File: config.mk
export PLATFORM = sky130hd
export DESIGN_NAME = sbus_initiator
export DESIGN_NICKNAME = d
export VERILOG_FILES = /design/src/rtl/sbus_pkg.sv /design/src/rtl/sbus_rq_walker.sv /design/src/rtl/sbus_initiator.sv
export SDC_FILE = /design/constraint.sdc
export NUM_CORES = 1
export LEC_CHECK = 0
export ABC_AREA = 1
export BUFFER_PORTS_ARGS = -buffer_cell sky130_fd_sc_hd__buf_4
export CORE_MARGIN = 4
export CORE_UTILIZATION = 55
export DETAILED_ROUTE_END_ITERATION = 10
export PLACE_DENSITY = 0.85
export SYNTH_ARGS = -nofsm -noshare
export SYNTH_HDL_FRONTEND = slang
export SYNTH_SLANG_ARGS = --single-unit
File: constraint.sdc
create_clock -name CLK -period 9.4 [get_ports CLK]
set_clock_uncertainty 0.1 [all_clocks]
set_input_delay 0.47 -clock CLK [delete_from_list [all_inputs] [get_ports CLK]]
set_output_delay 0.47 -clock CLK [all_outputs]
set_load 0.05 [all_outputs]
File: src/rtl/sbus_pkg.sv
// Shared SBUS types for the requester side.
//   tSbusAdr   : word address, bits [12:35]; [34:35] is the word offset
//   tSbusRq    : request mask, RQ[i] selects offset (adr[34:35]+i) mod 4
//   tWord      : 36-bit data word
//   tWo        : 2-bit word offset
//   tInitState : initiator FSM states
package sbus_pkg;

  typedef logic [12:35] tSbusAdr;
  typedef logic [0:3]   tSbusRq;
  typedef logic [0:35]  tWord;
  typedef logic [34:35] tWo;

  typedef enum logic [1:0] {
    IDLE    = 2'd0,
    ISSUE   = 2'd1,
    COLLECT = 2'd2
  } tInitState;

endpackage

File: src/rtl/sbus_rq_walker.sv
// Combinational request-mask walker.
// Ports:
//   rq      in  request mask
//   ordinal in  which set bit to locate (0 = first set bit)
//   offset  out mask index of that set bit, relative to the start offset
//   found   out the mask has at least ordinal+1 set bits
//   count   out number of set bits in rq
module sbus_rq_walker
  import sbus_pkg::*;
(
  input  tSbusRq     rq,
  input  logic [1:0] ordinal,
  output logic [1:0] offset,
  output logic       found,
  output logic [2:0] count
);

  always_comb begin
    offset = '0;
    found  = 1'b0;
    count  = '0;
    for (int unsigned i = 0; i < 4; i++) begin
      if (rq[i]) begin
        // count is at most 3 before this increment, so the low bits suffice
        if (count[1:0] == ordinal) begin
          offset = 2'(i);
          found  = 1'b1;
        end
        count = count + 3'd1;
      end
    end
  end

endmodule

File: src/rtl/sbus_initiator.sv
// SBUS read requester for one memory phase.
// Accepts a quadword read request, issues one START with ADR/RQ, counts
// ACKN rising edges, captures one word per VALID rising edge and returns it
// with its word offset. A silent memory is reported as NXM after TIMEOUT
// idle cycles.
// Ports:
//   CLK, RESET_N            clock, asynchronous active-low reset
//   reqValid/reqReady       request handshake; reqAdr, reqRq request fields
//   START, ADR, RQ          SBUS request outputs (ADR/RQ valid with START)
//   ACKN, VALID, D          SBUS acknowledge, data-valid and data inputs
//   rspValid, rspWo, rspData returned word and its offset (one cycle)
//   rspDone, rspNxm         transaction end, ended by timeout
//   protoErr                unexpected ACKN/VALID rising edge
module sbus_initiator
  import sbus_pkg::*;
#(
  parameter int unsigned TIMEOUT = 64
) (
  input  logic    CLK,
  input  logic    RESET_N,
  input  logic    reqValid,
  output logic    reqReady,
  input  tSbusAdr reqAdr,
  input  tSbusRq  reqRq,
  output logic    START,
  output tSbusAdr ADR,
  output tSbusRq  RQ,
  input  logic    ACKN,
  input  logic    VALID,
  input  tWord    D,
  output logic    rspValid,
  output tWo      rspWo,
  output tWord    rspData,
  output logic    rspDone,
  output logic    rspNxm,
  output logic    protoErr
);

  localparam int unsigned TW = $clog2(TIMEOUT + 1);

  tInitState      state, state_nxt;
  tSbusAdr        adr_q;
  tSbusRq         rq_q;
  logic [2:0]     ack_cnt, dat_cnt, n_words;
  logic [2:0]     ack_next, dat_next;
  logic [TW-1:0]  tmo;
  logic           ackn_q, valid_q;
  logic           ack_edge, valid_edge, activity;
  logic           ack_take, dat_take;
  logic           accept, null_req, complete, timeout, proto;
  logic [1:0]     walk_off;
  logic           walk_found;

  sbus_rq_walker u_walker (
    .rq      (rq_q),
    .ordinal (dat_cnt[1:0]),
    .offset  (walk_off),
    .found   (walk_found),
    .count   (n_words)
  );

  assign ack_edge   = ACKN & ~ackn_q;
  assign valid_edge = VALID & ~valid_q;
  assign activity   = ack_edge | valid_edge;

  // Edges are only counted while collecting and while below the word count;
  // any other edge is a protocol error.
  assign ack_take = (state == COLLECT) && ack_edge && (ack_cnt < n_words);
  assign dat_take = (state == COLLECT) && valid_edge && (dat_cnt < n_words) && walk_found;
  assign proto    = (ack_edge && !ack_take) || (valid_edge && !dat_take);

  assign ack_next = ack_cnt + {2'b00, ack_take};
  assign dat_next = dat_cnt + {2'b00, dat_take};

  assign reqReady = (state == IDLE);
  assign START    = (state == ISSUE);
  assign ADR      = START ? adr_q : '0;
  assign RQ       = START ? rq_q  : '0;

  always_ff @(posedge CLK or negedge RESET_N) begin
    if (!RESET_N) state <= IDLE;
    else          state <= state_nxt;
  end

  always_comb begin
    state_nxt = state;
    accept    = 1'b0;
    null_req  = 1'b0;
    complete  = 1'b0;
    timeout   = 1'b0;
    case (state)
      IDLE: begin
        if (reqValid) begin
          if (reqRq != '0) begin
            accept    = 1'b1;
            state_nxt = ISSUE;
          end else begin
            null_req = 1'b1;
          end
        end
      end
      ISSUE: state_nxt = COLLECT;
      COLLECT: begin
        if (ack_next == n_words && dat_next == n_words) begin
          complete  = 1'b1;
          state_nxt = IDLE;
        end else if (!activity && tmo == TW'(TIMEOUT - 1)) begin
          timeout   = 1'b1;
          state_nxt = IDLE;
        end
      end
      default: state_nxt = IDLE;
    endcase
  end

  // The START cycle counts as the first idle cycle, so the timeout counter
  // restarts at 1 and NXM is reported TIMEOUT cycles after START.
  always_ff @(posedge CLK or negedge RESET_N) begin
    if (!RESET_N) begin
      adr_q    <= '0;
      rq_q     <= '0;
      ack_cnt  <= '0;
      dat_cnt  <= '0;
      tmo      <= '0;
      ackn_q   <= 1'b0;
      valid_q  <= 1'b0;
      rspValid <= 1'b0;
      rspWo    <= '0;
      rspData  <= '0;
      rspDone  <= 1'b0;
      rspNxm   <= 1'b0;
      protoErr <= 1'b0;
    end else begin
      ackn_q   <= ACKN;
      valid_q  <= VALID;
      rspValid <= dat_take;
      rspDone  <= complete | timeout | null_req;
      rspNxm   <= timeout;
      protoErr <= proto;
      if (accept) begin
        adr_q <= reqAdr;
        rq_q  <= reqRq;
      end
      if (state == ISSUE) begin
        ack_cnt <= '0;
        dat_cnt <= '0;
        tmo     <= TW'(1);
      end else if (state == COLLECT) begin
        ack_cnt <= ack_next;
        dat_cnt <= dat_next;
        tmo     <= activity ? TW'(1) : tmo + TW'(1);
        if (dat_take) begin
          rspData <= D;
          rspWo   <= adr_q[34:35] + walk_off;
        end
      end
    end
  end

endmodule

== After elaboration in Yosys (flattened, before gate mapping) ==
Cells that the tools add are included.

* Register bits after elaboration: 87
* Input port bits: 69
* Logic and storage cells: 104

* Add/sub/neg operators: 7
* $lt $le $gt $ge: 2
* Equality and inequality tests: 11
* Multiplexer cells: 43
* Bitwise operators: 8
* Reductions and logical operators: 19

{| class="wikitable"
|+ Operator list
! cell !! number
|-
| 24-bit two-way mux || 1
|-
| 1-bit two-way mux || 21
|-
| 3-bit two-way mux || 7
|-
| 7-bit two-way mux || 3
|-
| 2-bit two-way mux || 9
|-
| 1-bit logical AND || 9
|-
| 7-bit by 1-bit adder with 7-bit output, second input constant || 1
|-
| 7-bit by 6-bit == test with 1-bit output, second input constant || 1
|-
| 3-bit by 1-bit adder with 3-bit output || 2
|-
| 3-bit by 1-bit adder with 3-bit output, second input constant || 2
|-
| 3-bit == test || 2
|-
| 3-bit less-than comparator || 2
|-
| 2-bit one-hot mux with 3 select lines || 1
|-
| 3-bit AND reduction || 2
|-
| 2-bit == test || 2
|-
| 2-bit logical NOT || 2
|-
| 4-bit two-way mux || 1
|-
| 4-bit nonzero test || 1
|-
| 1-bit logical NOT || 3
|-
| 3-bit by 1-bit inequality test with 1-bit output, second input constant || 1
|-
| 1-bit inverter || 3
|-
| 1-bit bitwise OR || 3
|-
| 1-bit by 1-bit adder with 2-bit output, second input constant || 1
|-
| 2-bit adder || 1
|-
| other kinds (8) || 9
|}

== Longest topological paths before layout ==
Gate-level depths: netlist of run 1.

* Word-level depth: 17
* Depth in mapped cells: 25
* Gate-level depth less buffers: 25

== Modules after synthesis ==
From an unflattened synthesis of run 1, not the netlist that was laid out.

* Cells, all modules: 457
* Area, all modules: 4,275.4 µm²

{| class="wikitable"
|+ By module, submodules not included
! module !! times used !! cells each !! area each (µm²) !! sequential area each (µm²)
|-
| sbus_initiator || 1 || 402 || 3,995.1 || 2,177.1
|-
| sbus_rq_walker || 1 || 55 || 280.3 || 0.0
|}

== Least setup slack after synthesis of run 1 ==
Ideal clock, no wire load.

* Path type: reg-to-reg
* Start point: reg rq_q[2]
* End point: reg state[1]
* Arrival: 3.140 ns
* Required time: 9.183 ns
* Path slack: 6.043 ns
* Stages on the path, launching flop included: 24
* Buffers on the path: 0
* Period minus slack after synthesis: 3.357 ns
* Cell sequence: dfrtp_1 > inv_1 > ha_1 > nand2_2 > inv_1 > nor2_2 > ha_1 > nand2_1 > xnor2_1 > ha_1 > nor3_1 > nand2_1 > nor2_1 > ha_1 > ha_1 > xnor2_1 > and2_1 > nand2_1 > nand2_1 > nand3_1 > nand3_1 > nand2_1 > nand2_1 > nand2_1

* Cells in the longest elaborated chain, start to end: 13
* Elaborated cells between the ends (all ways): 26
* Classes of those cells: add/sub (4); order compare (2); eq/ne (5); mux (10); reduce/logical (5)

{| class="wikitable"
|+ RTL lines
! item !! RTL line !! text
|-
| start, declared || sbus_initiator.sv:43 || <nowiki>tSbusRq rq_q;</nowiki>
|-
| start signal, assigned || sbus_initiator.sv:142 || <nowiki>rq_q <= reqRq;</nowiki>
|-
| 3-bit two-way mux || sbus_rq_walker.sv:23 || <nowiki>if (rq[i]) begin</nowiki>
|-
| 3-bit by 1-bit adder with 3-bit output || sbus_rq_walker.sv:29 || <nowiki>count = count + 3'd1;</nowiki>
|-
| 3-bit two-way mux || sbus_rq_walker.sv:23 ||
|-
| 3-bit by 1-bit adder with 3-bit output || sbus_rq_walker.sv:29 ||
|-
| 3-bit two-way mux || sbus_rq_walker.sv:23 ||
|-
| 3-bit less-than comparator || sbus_initiator.sv:69 || <nowiki>assign dat_take = (state == COLLECT) && valid_edge && (dat_cnt < n_words) && walk_found;</nowiki>
|-
| 1-bit logical AND || sbus_initiator.sv:69 ||
|-
| 1-bit logical AND * || sbus_initiator.sv:69 ||
|-
| via dat_take || sbus_initiator.sv:49 || <nowiki>logic ack_take, dat_take;</nowiki>
|-
| 3-bit by 1-bit adder with 3-bit output * || sbus_initiator.sv:73 || <nowiki>assign dat_next = dat_cnt + {2'b00, dat_take};</nowiki>
|-
| 3-bit == test * || sbus_initiator.sv:104 || <nowiki>if (ack_next == n_words && dat_next == n_words) begin</nowiki>
|-
| 1-bit logical AND * || sbus_initiator.sv:104 ||
|-
| 3-bit by 1-bit inequality test with 1-bit output (no line) or 2-bit two-way mux (tied branches) || - ||
|-
| 3-bit AND reduction (no line) or 2-bit one-hot mux with 3 select lines (tied branches) || - ||
|-
| end signal, assigned || sbus_initiator.sv:82 || <nowiki>else state <= state_nxt;</nowiki>
|-
| end, declared || sbus_initiator.sv:41 || <nowiki>tInitState state, state_nxt;</nowiki>
|}

Mark *: on every way through the listed nets, which the timed path passes. The rest lies on a longest branch.
A chain may end at the register's enable or synchronous reset.

== Worst setup path after layout of run 1 ==
* Start point: reg rq_q[2]
* End point: reg state[0]

The elaborated chain is that of the path after synthesis.

==> flow_summary_export.csv, run 1 <==
group,metric,value,unit
setup_path,rr_startpoint,"rq_q[2]",
setup_path,crit_fanout,5,
yosys,synth-seq-cells,87,
clock_network,cts_hold_repair.buffers,0,
yosys,ys.flop_type,"dfrtp_1",
timing,drv_slew,0,
floorplan,floorplan.initialDensity,57.0,%
setup_path,start_kind,"register",
detailed_routing,drt-wirelength-per-cell,14.1,um
detailed_routing,vias,4173,
clock_network,cts_tree,"yes",
floorplan,io_pins,141,
timing,setup_viol,0,
yosys,synthTopCellsByCount,"nand2_1 (245), dfrtp_1 (87), inv_1 (61)",
clock_network,clockBufferDepth,2,
clock_network,htreeDepth,3,
placement,gp_congestion,0.933,
setup_path,r2r_end,"state[0]",
setup_path,r2r_slack,5300,ps
cells_and_area,fin_nets,784,
clock_network,cts_made_buffers,9,
hold_path,whs_path_depth,1,
floorplan,die_area,9600,um^2
clock_network,insertion_delay,360,ps
setup_path,r2r_cells,23,
power,peakVddDrop,0.000182,V
placement,hpwl,8.40,mm
yosys,yosysTopAreaCell,"dfrtp_1",
timing,rsz0062_at_grt,"false",
yosys,synth-async-reset-ratio,100,%
yosys,netlist_instances,571,
yosys,synth_seq_area_share,48.9,%
clock_network,post_cts_buffers,0,
detailed_routing,drc_errors,0,
cells_and_area,fin_area,5700,um^2
yosys,synth-warning-count,0,
yosys,synth-edff-count,0,
timing,fmax,244,MHz
detailed_routing,drt_iter0_markers,310,
hold_path,min_delay_worst_endpoint,"ackn_q",
yosys,syn_area,4450,um^2
cells_and_area,layout-drive-gt1-share,24.0,%
yosys,synth_most_common_cell,"nand2_1",
timing,period_needed,4100,ps
yosys,synth_area_leaders,"dfrtp_1 (49%), nand2_1 (21%), nand4_1 (5.5%)",
timing,worst_slew_pin_slew,1230,ps
yosys,syn_nets,656,
setup_path,end_kind,"register",
yosys,syn_avg_cell_area,7.80,um^2
setup_path,worstPathArrival,4260,ps
detailed_routing,wirelength,11.4,mm
floorplan,std_cell_rows,32,
placement,portBuffers,140,
floorplan,die_h,98.0,um
outcome,status,"complete, no violations",
detailed_routing,viasPerCell,5.18,
power,power_density,392,nW/um^2
clock_network,root_buffer,"clkbuf_8",
global_route,grt_pass1_wl,19.3,mm
cells_and_area,insertedDiodeCount,0,
power,finalPower,2.23,mW
yosys,synthDistinctLibCells,31,
clock_network,path_clk_slew,100,ps
setup_path,crit_type,"register to register",
timing,finalHoldViolCount,0,
power,p_leak,3.37,nW
floorplan,die_w,98.0,um
global_route,grt-ovfl-total,0,
placement,placed_area,5500,um^2
timing,whs,122,ps
flow_run,cap_violations,0,
detailed_routing,antenna_left,0,
global_route,grt_pass1_vias,4229,
global_route,grt_start_max_net_pins,88,
floorplan,core,7810,um^2
cells_and_area,syn2layout_area_growth,28.0,%
hold_path,hold_start,"ACKN",
timing,final.setup.tns,0,ps
timing,fin_crit_sh,43.6,%
timing,slew_headroom,18.1,%
setup_path,critical_path_required,9560,ps
clock_network,cts-resized-gates,0,
hold_path,hold_class,"primary input to register",
detailed_routing,first_pass_iters,6,
cells_and_area,fin_cells,806,
placement,place_inst,790,
yosys,synth_top_area_share,48.9,%
global_route,antenna_found_initial,0,
global_route,grt.total_usage,24.0,%
clock_network,cts.sinks,87,
cell type report:
class | instances | area (um^2)
repair buffers | 142 | 1070
well taps | 102 | 128
clock inverters | 7 | 76.3
fillers | 632 | 2110
multi-input cells | 395 | 1880
clock buffers | 9 | 124
inverters | 64 | 243
flip-flops and latches | 87 | 2180
cells in the final DEF (no fill, tap or decap), types with 4 or more instances in the layout:
master / count
nand2_2: 5
ha_1: 16
o21ai_0: 13
dfrtp_1: 87
buf_4: 142
xor2_1: 4
nand2_1: 245
nor2_1: 19
nand4_1: 39
nand3_1: 28
inv_1: 61
xnor2_1: 5
clkbuf_8: 9
routing by layer:
layer / wire length [um] / vias up / GRT usage (%)
li1: - / 2049 / -
met1: 4580 / 1930 / 30.2
met2: 5560 / 159 / 40.5
met3: 859 / 35 / 5.79
met4: 386 / 0 / 8.73
met5: 0 / - / 0
flip-flops by register name (all words and copies together) (netlist names):
register / count
rspData: 36
adr_q: 24
tmo: 7
rq_q: 4
ack_cnt: 3
dat_cnt: 3
rspWo: 2
state: 2
ackn_q: 1
protoErr: 1
rspDone: 1
rspNxm: 1
rspValid: 1
valid_q: 1
critical path, cell delays in order, from the launching register on:
cell     delay (ps)
dfrtp_1         420
inv_1           120
ha_1            390
nand2_2         130
inv_1            60
nor2_2          110
ha_1            170
nand2_1          90
xnor2_1         190
ha_1            200
nor3_1          250
nand2_1          80
nor2_1          330
ha_1            240
ha_1            180
xnor2_1         170
and2_1          170
nand2_1          50
nand2_1          90
nand3_1         120
nand3_1         150
nand2_1          90
nand2_1          70
nand2_1          40
kinds of logic after synthesis:
group,after synthesis,synth area share [%]
buffers and inverters,89,8.77
AO/OA/AOI/OAI,23,2.81
XOR/XNOR,9,1.77
AND/OR/NAND/NOR,347,33.2
adder cells (fa/ha/maj),16,4.50
flip-flops,87,48.9
report_power, final:
group          switching (mW)  total, mW  internal, mW
Combinational           0.964       1.34         0.380
Sequential              0.109      0.633         0.524
Clock                   0.152      0.257         0.105
Total                    1.22       2.23          1.01
through the flow:
step / utilization, % / setup slack [ps]
after floorplan: - / 6040
after global placement: 70.4 / 5540
after detailed placement: 70.4 / 5340
after CTS: 73.0 / 5320
after global routing: 73.0 / 5040
final: 73.0 / 5300
worst max path at each step:
stage	start	to	slack, ps	cells after the start
global placement	rq_q[2]	state[0]	5540	23
detailed placement	rq_q[3]	state[0]	5340	23
finish	rq_q[2]	state[0]	5300	23
CTS	rq_q[3]	state[0]	5320	23
floorplan	rq_q[2]	state[1]	6040	23
global route	rq_q[2]	state[0]	5040	23
(Power assumes the default switching activity.)
==> inputs of run 2 (changes only) <==
ABC_AREA = 0   (was 1)
CORE_UTILIZATION = 51   (was 55)
PLACE_DENSITY = 0.81   (was 0.85)
clock period = 4.05 ns   (was 9.4 ns; I/O delays follow)
==> run 2 against run 1 <==
  * Via count shrank 16%
  * Power up 130%
  * Synthesized cell count fell by 40%
  * Final cell count shrank 17%
  * Core utilization is 8.3 points higher
  * Worst setup slack lost 5200 ps
  * First-iteration DRC count down 68%
  * Routed wire length rose by 6.6%
  * Count of clock-buffer cells in the layout did not move
  * Sequential power increased by 120%
  * Critical endpoint is now state[1]
  * Largest power group unchanged
==> flow_summary_export.csv, run 2 <==
group,metric,value,unit
outcome,status,"complete, no violations",
cells_and_area,largest_register_ffs,36,
global_route,grt-ovfl-total,0,
yosys,syn_nets,428,
clock_network,htreeDepth,3,
yosys,synth_top_family_by_area,"multiplexers",
cells_and_area,layout_common_cells,"buf_4 (155), dfrtp_1 (87), dlygate4sd3_1 (67)",
setup_path,crit_fanout,6,
clock_network,insertion_delay,350,ps
power,p_leak,3.14,nW
yosys,syn_avg_cell_area,12.3,um^2
placement,portBuffers,140,
timing,setup_viol,0,
setup_path,crit_buf_inv,1,
hold_path,whs_path_depth,2,
detailed_routing,drc_errors,0,
cells_and_area,top_register,"rspData",
setup_path,worstPathArrival,4130,ps
timing,period_needed,3990,ps
cells_and_area,layout-drive-gt1-share,42.6,%
cells_and_area,fin_nets,644,
floorplan,std_cell_rows,32,
yosys,synth-simple-area-share,11.4,%
yosys,synth-compound-area-share,5.87,%
global_route,grt.total_usage,25.1,%
timing,fin_crit_sh,98.5,%
floorplan,io_pins,141,
yosys,syn_area,4220,um^2
hold_path,hold_start,"reqValid",
setup_path,crit_type,"register to register",
setup_path,start_kind,"register",
global_route,top_usage_layer,"met2",
global_route,grt_pass1_wl,19.4,mm
cells_and_area,final_common_cell,"buf_4",
yosys,ys.flop_type,"dfrtp_1",
setup_path,r2r_slack,60,ps
global_route,gr-usage-met1,28.7,%
cells_and_area,fillers,421,
power,power_density,803,nW/um^2
yosys,synth-seq-cells,87,
clock_network,clockBufferDepth,2,
clock_network,cts_made_buffers,9,
detailed_routing,drt-wirelength-per-cell,18.2,um
yosys,synth-warning-count,0,
clock_network,root_buffer,"clkbuf_8",
detailed_routing,antenna_left,0,
global_route,met3_usage,4.95,%
setup_path,rr_startpoint,"rq_q[3]",
global_route,antenna_found_initial,1,
setup_path,timing.critical_path.mode_cell,"ha_4",
setup_path,r2r_end,"state[1]",
yosys,synthTopCellsByCount,"dfrtp_1 (87), mux2_2 (48), and2_1 (29)",
timing,fmax,251,MHz
power,peakVddDrop,0.000493,V
placement,gp_congestion,0.879,
floorplan,floorplan.initialDensity,53.5,%
yosys,synth_area_leaders,"dfrtp_1 (52%), mux2_2 (13%), mux2_1 (5.3%)",
timing,worst_slack,59.2,ps
setup_path,end_kind,"register",
placement,pre_cts_ws,-137,ps
yosys,synth_seq_area_share,51.6,%
detailed_routing,drt_iter0_markers,100,
floorplan,die_w,99.0,um
yosys,synth-edff-count,0,
setup_path,crit_family,"compound AO/OA/AOI/OAI gates",
clock_network,cts_tree,"yes",
global_route,grt_pass1_vias,3901,
clock_network,path_clk_slew,90,ps
yosys,synthDistinctLibCells,49,
clock_network,cts.sinks,87,
timing,drv_slew,0,
setup_path,r2r_cells,17,
timing,worst_slew_pin_slew,840,ps
yosys,netlist_instances,343,
yosys,synth.mux.area_fraction,18.9,%
detailed_routing,first_pass_iters,4,
hold_path,hold_class,"primary input to register",
yosys,synth-async-reset-ratio,100,%
setup_path,critical_path_required,4190,ps
cells_and_area,syn2layout_area_growth,51.9,%
timing,finalHoldViolCount,0,
placement,hpwl,7.40,mm
cells_and_area,fin_util,81.2,%
yosys,synth_top_area_share,51.6,%
global_route,grt_start_max_net_pins,51,
flow_run,cap_violations,0,
yosys,yosysTopAreaCell,"dfrtp_1",
yosys,synth_adder_area_share,4.74,%
cells_and_area,largestRegisters,"rspData x36, adr_q x24, tmo x7",
yosys,synthXorXnorAreaFrac,4.06,%
setup_path,cp_slowest_cell,"dfrtp_1",
yosys,synth_most_common_cell,"dfrtp_1",
timing,slew_headroom,43.5,%
detailed_routing,vias,3488,
floorplan,core,7890,um^2
hold_path,min_delay_worst_endpoint,"rspDone",
setup_path,worstPathCellList,"inv_2, ha_4, xor2_1, ha_1, nand2b_4, o31ai_4, nor2_1, o31a_1, nor4b_4, ha_2, ha_4, xnor2_2, and2_1, mux2i_1, a221o_1, a32oi_1, mux2_2",
detailed_routing,wirelength,12.1,mm
floorplan,die_h,99.0,um
setup_path,critPathMaxStageDelay,420,ps
detailed_routing,viasPerCell,5.23,
global_route,groute.layer.met2.usage,45.4,%
floorplan,die_area,9790,um^2
-- run 2: how the worst max path moves through the flow --
stage	start	to	slack, ps	cells past startpoint
6_report	rq_q[3]	state[1]	60	17
3_3_place_gp	rq_q[2]	state[1]	90	17
2_1_floorplan	rq_q[3]	state[1]	60	18
4_1_cts	rq_q[3]	state[1]	2	18
3_5_place_dp	rq_q[2]	state[1]	-140	17
5_1_grt	rq_q[3]	state[1]	-70	15
-- run 2: stage by stage --
stage	area, um^2	total power [mW]	TNS (ps)	std cells	hold WS, ps
after floorplan	4230	3.40	0	343	-193
after global placement	5400	4.13	0	579	104
after detailed placement	5400	4.21	-154	579	102
after CTS	6330	4.98	0	663	20.7
after global routing	6410	5.42	-67.1	667	37.4
final	6410	5.14	0	667	28.8
-- run 2: power by group --
part | leakage, nW | switching, mW | internal [mW] | total [mW]
Combinational | 1.93 | 1.85 | 1.25 | 3.09
Clock | 0.102 | 0.350 | 0.293 | 0.643
Sequential | 1.11 | 0.235 | 1.18 | 1.41
-- run 2: cell families after synthesis --
| logic type | count (synthesis) |
|---|---|
| flops | 87 |
| xor+xnor | 18 |
| buf+inv | 29 |
| compound gates | 35 |
| simple gates | 87 |
| fa+ha+maj | 16 |
| mux | 71 |
-- run 2: per-layer routing --
metal  part of all wire, %  vias to the layer above
met3                   5.0                       28
li1                      -                     1626
met1                    39                     1717
met2                    53                      117
met5                     0                        -
met4                   3.2                        0
-- run 2: final cells by class --
class	count	area, um^2	share of cell area [%]
sequential	87	2180	34.0
multi-input combinational	227	2010	31.4
timing repair buffer	223	1850	28.8
tap	102	128	1.99
clock buffer	9	124	1.93
clock inverter	7	80.1	1.25
inverter	11	41.3	0.644
antenna	1	2.50	0.0391
-- run 2: what timing repair did --
item                                    CTS  global route
endpoints found under the setup margin    2             2
gates resized for setup                   8            12
buffers inserted                          1             3
gates cloned                              0             0
hold buffers                             67             0
pin swaps                                 7            12
endpoints found under the hold margin   103             0
==> inputs of run 3 (changes only) <==
BUFFER_PORTS_ARGS = unset   (was -buffer_cell sky130_fd_sc_hd__buf_4)
CORE_UTILIZATION = 63   (was 51)
DONT_BUFFER_PORTS = 1   (was unset)
PLACE_DENSITY = 0.79   (was 0.81)
==> run 3 against run 2 <==
  * Final area decreased by 17%
  * Sequential power increased by 33%
  * Largest cell class unchanged
  * Flip-flop and latch count unchanged
  * Worst hold slack got worse by 2.4 ps
  * Critical endpoint unchanged
  * Via count decreased by 14%
==> flow_summary_export.csv, run 3 (synthesis results as in run 2) <==
group,metric,value,unit
detailed_routing,drt_iter0_markers,212,
detailed_routing,antenna_left,0,
power,swShare,49.6,%
detailed_routing,vias,2987,
detailed_routing,drt-wirelength-per-cell,21.7,um
setup_path,critical_path_required,4200,ps
global_route,grt.total_usage,26.8,%
floorplan,core,6420,um^2
flow_run,cap_violations,0,
cells_and_area,fin_area,5340,um^2
setup_path,crit_type,"register to register",
floorplan,floorplan.initialDensity,65.7,%
global_route,grt_start_max_net_pins,88,
detailed_routing,wirelength,10.9,mm
clock_network,cts.sinks,87,
power,power_frac_seq,39.6,%
placement,placed_area,4320,um^2
power,internal_power,2.38,mW
timing,fmax,253,MHz
placement,gp_congestion,0.835,
hold_path,hold_class,"primary input to register",
timing,slew_headroom,33.6,%
setup_path,start_kind,"register",
power,peakVddDrop,0.000587,V
timing,fin_crit_sh,97.5,%
outcome,status,"complete, no violations",
clock_network,cts_made_buffers,9,
floorplan,std_cell_rows,29,
cells_and_area,layout-drive-gt1-share,23.2,%
global_route,grt-ovfl-total,0,
clock_network,path_clk_slew,90,ps
floorplan,io_pins,141,
setup_path,crit_fanout,5,
clock_network,insertion_delay,350,ps
power,clkPwrFrac,13.7,%
timing,setup_viol,0,
setup_path,worstPathArrival,4100,ps
floorplan,die_area,8070,um^2
power,p_sw,2.34,mW
clock_network,clockBufferDepth,2,
setup_path,end_kind,"register",
detailed_routing,drc_errors,0,
timing,period_needed,3950,ps
timing,drv_slew,0,
power,power_density,884,nW/um^2
placement,hpwl,6.29,mm
global_route,antenna_found_initial,1,
cells_and_area,fin_nets,506,
timing,whs,26.4,ps
cells_and_area,final_common_cell,"dfrtp_1",
cells_and_area,largest_register_ffs,36,
timing,worst_slew_pin_slew,997,ps
cells_and_area,layout_common_cells,"dfrtp_1 (87), dlygate4sd3_1 (68), mux2_2 (48)",
cells_and_area,syn2layout_area_growth,26.5,%
power,comb_power_share,46.7,%
floorplan,die_h,89.8,um
clock_network,htreeDepth,3,
placement,portBuffers,0,
power,p_leak,2.46,nW
cells_and_area,top_register,"rspData",
timing,finalHoldViolCount,0,
global_route,grt_pass1_wl,16.9,mm
clock_network,root_buffer,"clkbuf_8",
global_route,grt_pass1_vias,3233,
detailed_routing,first_pass_iters,4,
detailed_routing,viasPerCell,5.93,
cells_and_area,largestRegisters,"rspData x36, adr_q x24, tmo x7",
clock_network,cts_tree,"yes",
floorplan,die_w,89.8,um
==> run 3: cell count changes in the layout (fill, tap and decap cells not counted), sizes merged <==
cell / change
buf: -139
clkinv: -2
clkbuf: +1
dlygate4sd3: +1
inv: +1
==> run 3: power groups by stage <==
stage | combinational (mW) | clock, mW | sequential, mW
6_report | 2.20 | 0.646 | 1.87
5_1_grt | 2.37 | 0.691 | 1.91
2_1_floorplan | 1.64 | 0 | 1.77
3_3_place_gp | 1.88 | 0 | 1.85
3_5_place_dp | 1.92 | 0 | 1.86
4_1_cts | 2.00 | 0.647 | 1.84
==> run 3: final cells by class <==
cell class	count	area [um^2]
well taps	77	96.3
clock inverters	6	75.1
multi-input cells	227	1980
flip-flops and latches	87	2180
inverters	11	41.3
fillers	331	1080
clock buffers	10	138
diodes	1	2.50
repair buffers	85	828
==> run 3: final timing paths <==
kind	from	endpoint	slack [ps]	depth (start not counted)
worst max-delay path	rq_q[3]	state[1]	100	17
worst min-delay path	reqValid	state[0]	30	3
worst max register to register	rq_q[3]	state[1]	100	17
worst min register to register	adr_q[3]	adr_q[3]	410	1
max in group asynchronous	RESET_N	ack_cnt[2]	3180	2
min in group asynchronous	RESET_N	rspData[30]	320	2
==> run 3: routing by layer <==
| layer | up-vias | global-route usage (%) | share of wire, % |
|---|---|---|---|
| li1 | 1346 | - | - |
| met1 | 1455 | 28.6 | 36 |
| met2 | 141 | 47.0 | 52 |
| met3 | 45 | 8.01 | 7.6 |
| met4 | 0 | 15.5 | 4.5 |
| met5 | - | 0 | 0 |
==> run 3: worst max-delay path, stage by stage, from the launching register on <==
cell and delay [ps]:
dfrtp_1 410, inv_2 100, ha_4 210, xor2_1 170, ha_1 300, nand2b_4 130
o31ai_4 100, o211a_1 130, o31a_1 300, nor4b_2 340, ha_2 250, ha_4 150
xnor2_2 110, and2_1 140, mux2i_1 70, a221o_1 280, a32oi_1 200, mux2_2 350
==> run 3: metrics by stage <==
step	TNS [ps]	utilization, %	std cells	power, mW	setup slack, ps
after floorplan	0	-	343	3.40	61.6
after global placement	0	67.2	414	3.72	162
after detailed placement	0	67.2	414	3.78	30.7
after CTS	0	81.6	499	4.49	17.5
after global routing	-60.6	83.1	504	4.96	-60.6
final	0	83.1	504	4.72	103
==> run 3: what timing repair did <==
item | 4_1_cts | 5_1_grt
setup endpoints to repair | 0 | 2
hold buffers | 69 | 0
hold endpoints to repair | 154 | 0
gates resized for setup | 0 | 14
buffers inserted | 0 | 4
